<file path="src/rtl/rom_sequencer_if.sv">
`default_nettype none
// ============================================================================
// Module      : rom_sequencer_if
// Description : Host/ROM side bus of the ROM sequencer. The master modport is
//               the host plus the ROM, the slave modport is the sequencer.
// Revision    : 1.0 - initial release
// ============================================================================
interface rom_sequencer_if #(
    parameter int ADDR_W = 8,
    parameter int DATA_W = 8,
    parameter int PER_W  = 24
);
    logic              start;
    logic              stop;
    logic              loop_en;
    logic [ADDR_W-1:0] seq_len;
    logic [PER_W-1:0]  period;
    logic [ADDR_W-1:0] rom_addr;
    logic [DATA_W-1:0] rom_data;
    logic [DATA_W-1:0] step_data;
    logic              step_valid;
    logic              busy;
    logic              done;

    modport master (
        output start, stop, loop_en, seq_len, period, rom_data,
        input  rom_addr, step_data, step_valid, busy, done
    );

    modport slave (
        input  start, stop, loop_en, seq_len, period, rom_data,
        output rom_addr, step_data, step_valid, busy, done
    );
endinterface
`default_nettype wire

</file>
<file path="src/rtl/rom_sequencer.sv">
`default_nettype none
// ============================================================================
// Module      : rom_sequencer
// Description : Steps through a falling-edge-registered lookup ROM at a
//               programmable rate, presenting each byte as a held word with a
//               one-cycle strobe. One-shot or looped playback with abort.
// Revision    : 1.0 - initial release
// ============================================================================
module rom_sequencer #(
    parameter int ROM_DEPTH = 32,
    parameter int ADDR_W    = 8,
    parameter int DATA_W    = 8,
    parameter int PER_W     = 24
) (
    input  wire logic      clk,
    input  wire logic      rst_n,
    rom_sequencer_if.slave bus
);

    localparam logic [ADDR_W-1:0] c_ROM_DEPTH = ADDR_W'(ROM_DEPTH);
    localparam logic [ADDR_W-1:0] c_ADDR_ONE  = ADDR_W'(1);
    localparam logic [PER_W-1:0]  c_PER_ONE   = PER_W'(1);

    typedef enum logic [1:0] {
        S_IDLE  = 2'd0,
        S_FETCH = 2'd1,
        S_HOLD  = 2'd2
    } state_t;

    state_t            r_state, w_state_nxt;
    logic [ADDR_W-1:0] r_index, w_index_nxt;   // doubles as the ROM address
    logic [PER_W-1:0]  r_cnt,   w_cnt_nxt;
    logic [ADDR_W-1:0] r_len,   w_len_nxt;
    logic [PER_W-1:0]  r_per,   w_per_nxt;
    logic [DATA_W-1:0] r_data,  w_data_nxt;
    logic              r_valid, w_valid_nxt;
    logic              r_done,  w_done_nxt;

    logic [ADDR_W-1:0] w_len_clamp;
    logic [PER_W-1:0]  w_per_clamp;
    logic              w_last;

    // Length is limited to the populated ROM; a zero period still gives one
    // hold cycle so the step counter can never underflow.
    assign w_len_clamp = (bus.seq_len > c_ROM_DEPTH) ? c_ROM_DEPTH : bus.seq_len;
    assign w_per_clamp = (bus.period == '0) ? c_PER_ONE : bus.period;
    assign w_last      = (r_index == (r_len - c_ADDR_ONE));

    // Next-state and next-register values; strobes default low each cycle.
    always_comb begin
        w_state_nxt = r_state;
        w_index_nxt = r_index;
        w_cnt_nxt   = r_cnt;
        w_len_nxt   = r_len;
        w_per_nxt   = r_per;
        w_data_nxt  = r_data;
        w_valid_nxt = 1'b0;
        w_done_nxt  = 1'b0;
        case (r_state)
            S_IDLE: begin
                // Abort dominates start; an empty sequence never launches.
                if (bus.start && !bus.stop && (bus.seq_len != '0)) begin
                    w_state_nxt = S_FETCH;
                    w_index_nxt = '0;
                    w_len_nxt   = w_len_clamp;
                    w_per_nxt   = w_per_clamp;
                end
            end
            S_FETCH: begin
                // ROM has registered the addressed byte on the falling edge.
                if (bus.stop) begin
                    w_state_nxt = S_IDLE;
                end else begin
                    w_data_nxt  = bus.rom_data;
                    w_valid_nxt = 1'b1;
                    w_cnt_nxt   = r_per - c_PER_ONE;
                    w_state_nxt = S_HOLD;
                end
            end
            S_HOLD: begin
                if (bus.stop) begin
                    w_state_nxt = S_IDLE;
                end else if (r_cnt != '0) begin
                    w_cnt_nxt = r_cnt - c_PER_ONE;
                end else if (!w_last) begin
                    w_index_nxt = r_index + c_ADDR_ONE;
                    w_state_nxt = S_FETCH;
                end else if (bus.loop_en) begin
                    // loop_en is looked at only here so clearing it mid-pass
                    // lets the current pass run to its end.
                    w_index_nxt = '0;
                    w_state_nxt = S_FETCH;
                end else begin
                    w_done_nxt  = 1'b1;
                    w_state_nxt = S_IDLE;
                end
            end
            default: begin
                w_state_nxt = S_IDLE;
            end
        endcase
    end

    // State and datapath registers with asynchronous clear.
    always_ff @(posedge clk or negedge rst_n) begin
        if (!rst_n) begin
            r_state <= S_IDLE;
            r_index <= '0;
            r_cnt   <= '0;
            r_len   <= '0;
            r_per   <= '0;
            r_data  <= '0;
            r_valid <= 1'b0;
            r_done  <= 1'b0;
        end else begin
            r_state <= w_state_nxt;
            r_index <= w_index_nxt;
            r_cnt   <= w_cnt_nxt;
            r_len   <= w_len_nxt;
            r_per   <= w_per_nxt;
            r_data  <= w_data_nxt;
            r_valid <= w_valid_nxt;
            r_done  <= w_done_nxt;
        end
    end

    assign bus.rom_addr   = r_index;
    assign bus.step_data  = r_data;
    assign bus.step_valid = r_valid;
    assign bus.done       = r_done;
    assign bus.busy       = (r_state != S_IDLE);

endmodule
`default_nettype wire
</file>
<file path="src/flat_wrapper.sv">
// flat-port wrapper written by rule: the top's interface ports become plain ports
module rom_sequencer_flat 
#(
    parameter int ROM_DEPTH = 32,
    parameter int ADDR_W    = 8,
    parameter int DATA_W    = 8,
    parameter int PER_W     = 24
)
  (clk, rst_n, bus_start, bus_stop, bus_loop_en, bus_seq_len, bus_period, bus_rom_data, bus_rom_addr, bus_step_data, bus_step_valid, bus_busy, bus_done);
  rom_sequencer_if #(.ADDR_W(ADDR_W), .DATA_W(DATA_W), .PER_W(PER_W)) bus_i ();
  input  wire logic clk;
  input  wire logic rst_n;
  input wire logic [$bits(bus_i.start)-1:0] bus_start;
  input wire logic [$bits(bus_i.stop)-1:0] bus_stop;
  input wire logic [$bits(bus_i.loop_en)-1:0] bus_loop_en;
  input wire logic [$bits(bus_i.seq_len)-1:0] bus_seq_len;
  input wire logic [$bits(bus_i.period)-1:0] bus_period;
  input wire logic [$bits(bus_i.rom_data)-1:0] bus_rom_data;
  output wire logic [$bits(bus_i.rom_addr)-1:0] bus_rom_addr;
  output wire logic [$bits(bus_i.step_data)-1:0] bus_step_data;
  output wire logic [$bits(bus_i.step_valid)-1:0] bus_step_valid;
  output wire logic [$bits(bus_i.busy)-1:0] bus_busy;
  output wire logic [$bits(bus_i.done)-1:0] bus_done;
  assign bus_i.start = bus_start;
  assign bus_i.stop = bus_stop;
  assign bus_i.loop_en = bus_loop_en;
  assign bus_i.seq_len = bus_seq_len;
  assign bus_i.period = bus_period;
  assign bus_i.rom_data = bus_rom_data;
  assign bus_rom_addr = bus_i.rom_addr;
  assign bus_step_data = bus_i.step_data;
  assign bus_step_valid = bus_i.step_valid;
  assign bus_busy = bus_i.busy;
  assign bus_done = bus_i.done;
  rom_sequencer #(.ROM_DEPTH(ROM_DEPTH), .ADDR_W(ADDR_W), .DATA_W(DATA_W), .PER_W(PER_W)) u_core (.clk(clk), .rst_n(rst_n), .bus(bus_i));
endmodule
</file>
<file path="config.mk">
export PLATFORM = sky130hd
export DESIGN_NAME = rom_sequencer_flat
export DESIGN_NICKNAME = d
export VERILOG_FILES = /design/src/rtl/rom_sequencer_if.sv /design/src/rtl/rom_sequencer.sv /design/src/flat_wrapper.sv
export SDC_FILE = /design/constraint.sdc
export NUM_CORES = 1
export LEC_CHECK = 0
export CAP_MARGIN = 20
export CORE_ASPECT_RATIO = 1.75
export CORE_MARGIN = 1.5
export CORE_UTILIZATION = 38
export CTS_BUF_LIST = sky130_fd_sc_hd__clkbuf_8
export CTS_CLUSTER_SIZE = 16
export DETAILED_ROUTE_END_ITERATION = 12
export DONT_BUFFER_PORTS = 1
export PLACE_DENSITY = 0.61
export SKIP_LAST_GASP = 1
export SLEW_MARGIN = 20
export SYNTH_ARGS = -nofsm -noshare
export SYNTH_HDL_FRONTEND = slang
export SYNTH_SLANG_ARGS = --single-unit
</file>
<file path="constraint.sdc">
create_clock -name clk -period 4.2 [get_ports clk]
set_input_delay 0.84 -clock clk [delete_from_list [all_inputs] [get_ports clk]]
set_output_delay 0.84 -clock clk [all_outputs]
set_load 0.01 [all_outputs]
</file>
==> impl_metrics.yaml <==
setup_path:
  cp.arrival_ps: 3210
  cp_slowest_cell: "or4_1"
  critPathTopFamily: "compound AO/OA/AOI/OAI gates"
  cp_num_buf_inv: 1
  critical_path_class: "flip-flop to flip-flop"
  max_stage_delay_ps: 510
  cp-start-kind: "flip-flop"
  path_cells: "inv_1 > ha_1 > or3b_2 > or4_1 > a32oi_2 > o211ai_4 > o311a_1 > o221ai_1"
  crit_path_end_kind: "flip-flop"
  cp.required_ps: 4490
  crit_path_max_fanout: 10
synthesis:
  synth_top_cell_by_area: "dfrtp_1"
  async_reset_ff_share_pct: 100
  ys_types: 71
  synth-edff-count: 0
  yosys-top-cells-count: "76 x dfrtp_1, 58 x nand2_1, 57 x nor2_1"
  synth_top_area_share_pct: 42.5
  syn_area_per_cell_um2: 9.06
  synth_flop_cell: "dfrtp_1"
  yosys_warnings: 0
  synth_area_um2: 4480
  yosysSeqAreaShare_pct: 42.5
  syn_nets: 542
  post-synth-top-count-cell: "dfrtp_1"
  synth-seq-cells: 76
  synth_cells: 494
  yosys-top-cells-area: "dfrtp_1 42%, mux2_1 6.3%, nand2_1 4.9%"
clocking:
  cts_made_buffers: 9
  holdBufCountCts: 0
  clockBufferDepth: 2
  post_cts_buffers: 0
  cts-resized-gates: 0
  h-tree-depth: 3
  clk_latency_ps: 380
  clk_pin_slew_ps: 80
  clkSinkCount: 76
  clockRootBuffer: "clkbuf_8"
  cts_tree: "yes"
drt:
  route.detailed.drc: 6
  drt-initial-drc-count: 222
  first_pass_iters: 10
  antenna_left: 0
  via_per_inst: 5.96
  vias: 3749
  wirelength_um: 11900
  post_drt_wl_per_cell_um: 18.9
grt:
  use_met1_pct: 20.5
  grt_max_degree: 77
  met3_usage_pct: 3.17
  antenna_found_initial: 0
  globalRoute.totalOverflow: 0
  grt_pass1_vias: 3889
  grt_usage_pct: 19.9
  grt_use_met2_pct: 36.4
  grt_pass1_wl_um: 19300
  busiest_layer: "met2"
status:
  status: "finished with violations"
  violations: "DRC"
pwr:
  p_leak_nw: 1.97
  power.internal_mw: 1.42
  p_clk_share_pct: 25.2
  swShare_pct: 36.1
  p_comb_share_pct: 23.4
  seqPwrFrac_pct: 51.4
  pwr_density_cell_nw_per_um2: 461
  ir_drop_uv: 206
  switchingPower_mw: 0.803
timing:
  finalCritPeriodShare_pct: 69.6
  drv_slew: 0
  worst_pin_slew_ps: 912
  finalWorstSetupSlack_ps: 1280
  fin_skew_ps: 10.8
  slew_headroom_pct: 38.6
  fmax_mhz: 342
  setup_viol: 0
  min_period_ps: 2920
  final.setup.tns_ps: 0
  rsz0062_at_grt: "no"
  fin_hold_ws_ps: 152
  finalHoldViolations: 0
floorplanning:
  core_um2: 11500
  die_area_um2: 12500
  die-height_um: 147
  die_w_um: 85.1
  num_rows: 52
  ioPinCount: 64
  initial_core_util_pct: 38.9
finish:
  diodes: 0
  synthToLayoutAreaGrowth_pct: 7.60
  layout-drive-gt1-share_pct: 7.89
  num-fill-cells: 1138
  instances_no_fill: 629
  nets: 537
flow_run:
  maxCapViolations: 0
placement:
  place_hpwl_um: 8630
  port_buffers: 0
  placed_cells: 613
  gp_congestion: 0.848
  post-place-ws_ps: 1280
hold_path:
  hp-class: "input port to async pin"
## cell usage in the layout, fill, tap and decap left out, types with 3 or more instances in the layout
cell	count
nor4_1	14
o211ai_1	7
inv_1	15
nor2_1	57
dfrtp_1	76
mux2_1	25
nor3_1	16
a211oi_1	7
o21ai_0	15
a21oi_1	28
o211a_1	3
xnor2_1	6
clkbuf_8	12
xor2_1	3
buf_4	8
o21a_1	3
and3_1	6
nand3_1	7
a22oi_1	3
a31oi_1	3
nand2_1	58
or4_1	3
nand2b_1	8
ha_1	3
o21ai_1	13
o31ai_1	3
nor2b_1	6
and2_1	4
nand4_1	8
mux2i_1	18
## layout make-up
class | instances | area, um^2 | share of cell area (%)
Tap cell | 135 | 169 | 3.51
Inverter | 17 | 63.8 | 1.32
Timing Repair Buffer | 8 | 60.1 | 1.25
Multi-Input combinational cell | 377 | 2430 | 50.4
Sequential cell | 76 | 1900 | 39.5
Clock buffer | 12 | 165 | 3.43
Clock inverter | 4 | 30.0 | 0.623
## worst paths after layout
path	to	cells past startpoint	slack (ps)	start
min	u_core.r_len[4]$_DFFE_PN0P_	0	150	rst_n
min in group clk	u_core.r_cnt[4]$_DFFE_PN0P_	1	480	u_core.r_cnt[4]$_DFFE_PN0P_
max reg2reg	u_core.bus.rom_addr[4]$_DFFE_PN0P_	8	1280	u_core.r_len[0]$_DFFE_PN0P_
min reg2reg	u_core.r_cnt[4]$_DFFE_PN0P_	1	480	u_core.r_cnt[4]$_DFFE_PN0P_
max in group asynchronous	u_core.r_per[20]$_DFFE_PN0P_	0	3910	rst_n
max	u_core.bus.rom_addr[4]$_DFFE_PN0P_	8	1280	u_core.r_len[0]$_DFFE_PN0P_
## cell families (layout without fill, tap and decap cells)
family          count (synthesis)  in the layout  share of synthesized area [%]
xor+xnor                        9              9                           1.76
fa+ha+maj                       3              3                          0.839
buf+inv                        41             41                           3.75
simple gates                  205            205                           22.6
mux                            45             45                           10.8
flops                          76             76                           42.5
compound gates                115            115                           17.8
## flip-flops by register name, indices dropped and copies added (netlist names)
signal                 cells
u_core.bus.step_valid      1
u_core.r_len               8
u_core.bus.done            1
u_core.r_per              24
u_core.r_state             2
u_core.bus.rom_addr        8
u_core.r_cnt              24
u_core.bus.step_data       8
## worst register-to-register path: stages (launching register included)
cell	delay (ps)
dfrtp_1	430
inv_1	80
ha_1	230
or3b_2	500
or4_1	510
a32oi_2	240
o211ai_4	170
o311a_1	450
o221ai_1	230
## power by group through the flow
stage	combinational (mW)	sequential (mW)	clock, mW
4_1_cts	0.523	1.14	0.574
3_3_place_gp	0.499	1.14	0
2_1_floorplan	0.432	1.07	0
6_report	0.519	1.14	0.560
3_5_place_dp	0.521	1.15	0
5_1_grt	0.587	1.17	0.598
## through the flow
| stage | utilization, % | cell area (um^2) | power [mW] |
|---|---|---|---|
| final | 41.8 | 4820 | 2.22 |
| after global routing | 41.8 | 4820 | 2.35 |
| after CTS | 41.8 | 4820 | 2.24 |
| after detailed placement | 40.1 | 4620 | 1.67 |
| after global placement | 40.1 | 4620 | 1.64 |
| after floorplan | - | 4480 | 1.50 |
## metal layers
metal,vias to the layer above,routed length [um]
li1,1784,-
met1,1840,4460
met2,96,6380
met3,29,490
met4,0,568
met5,-,0
No activity file was read; power rests on OpenSTA's default activity.
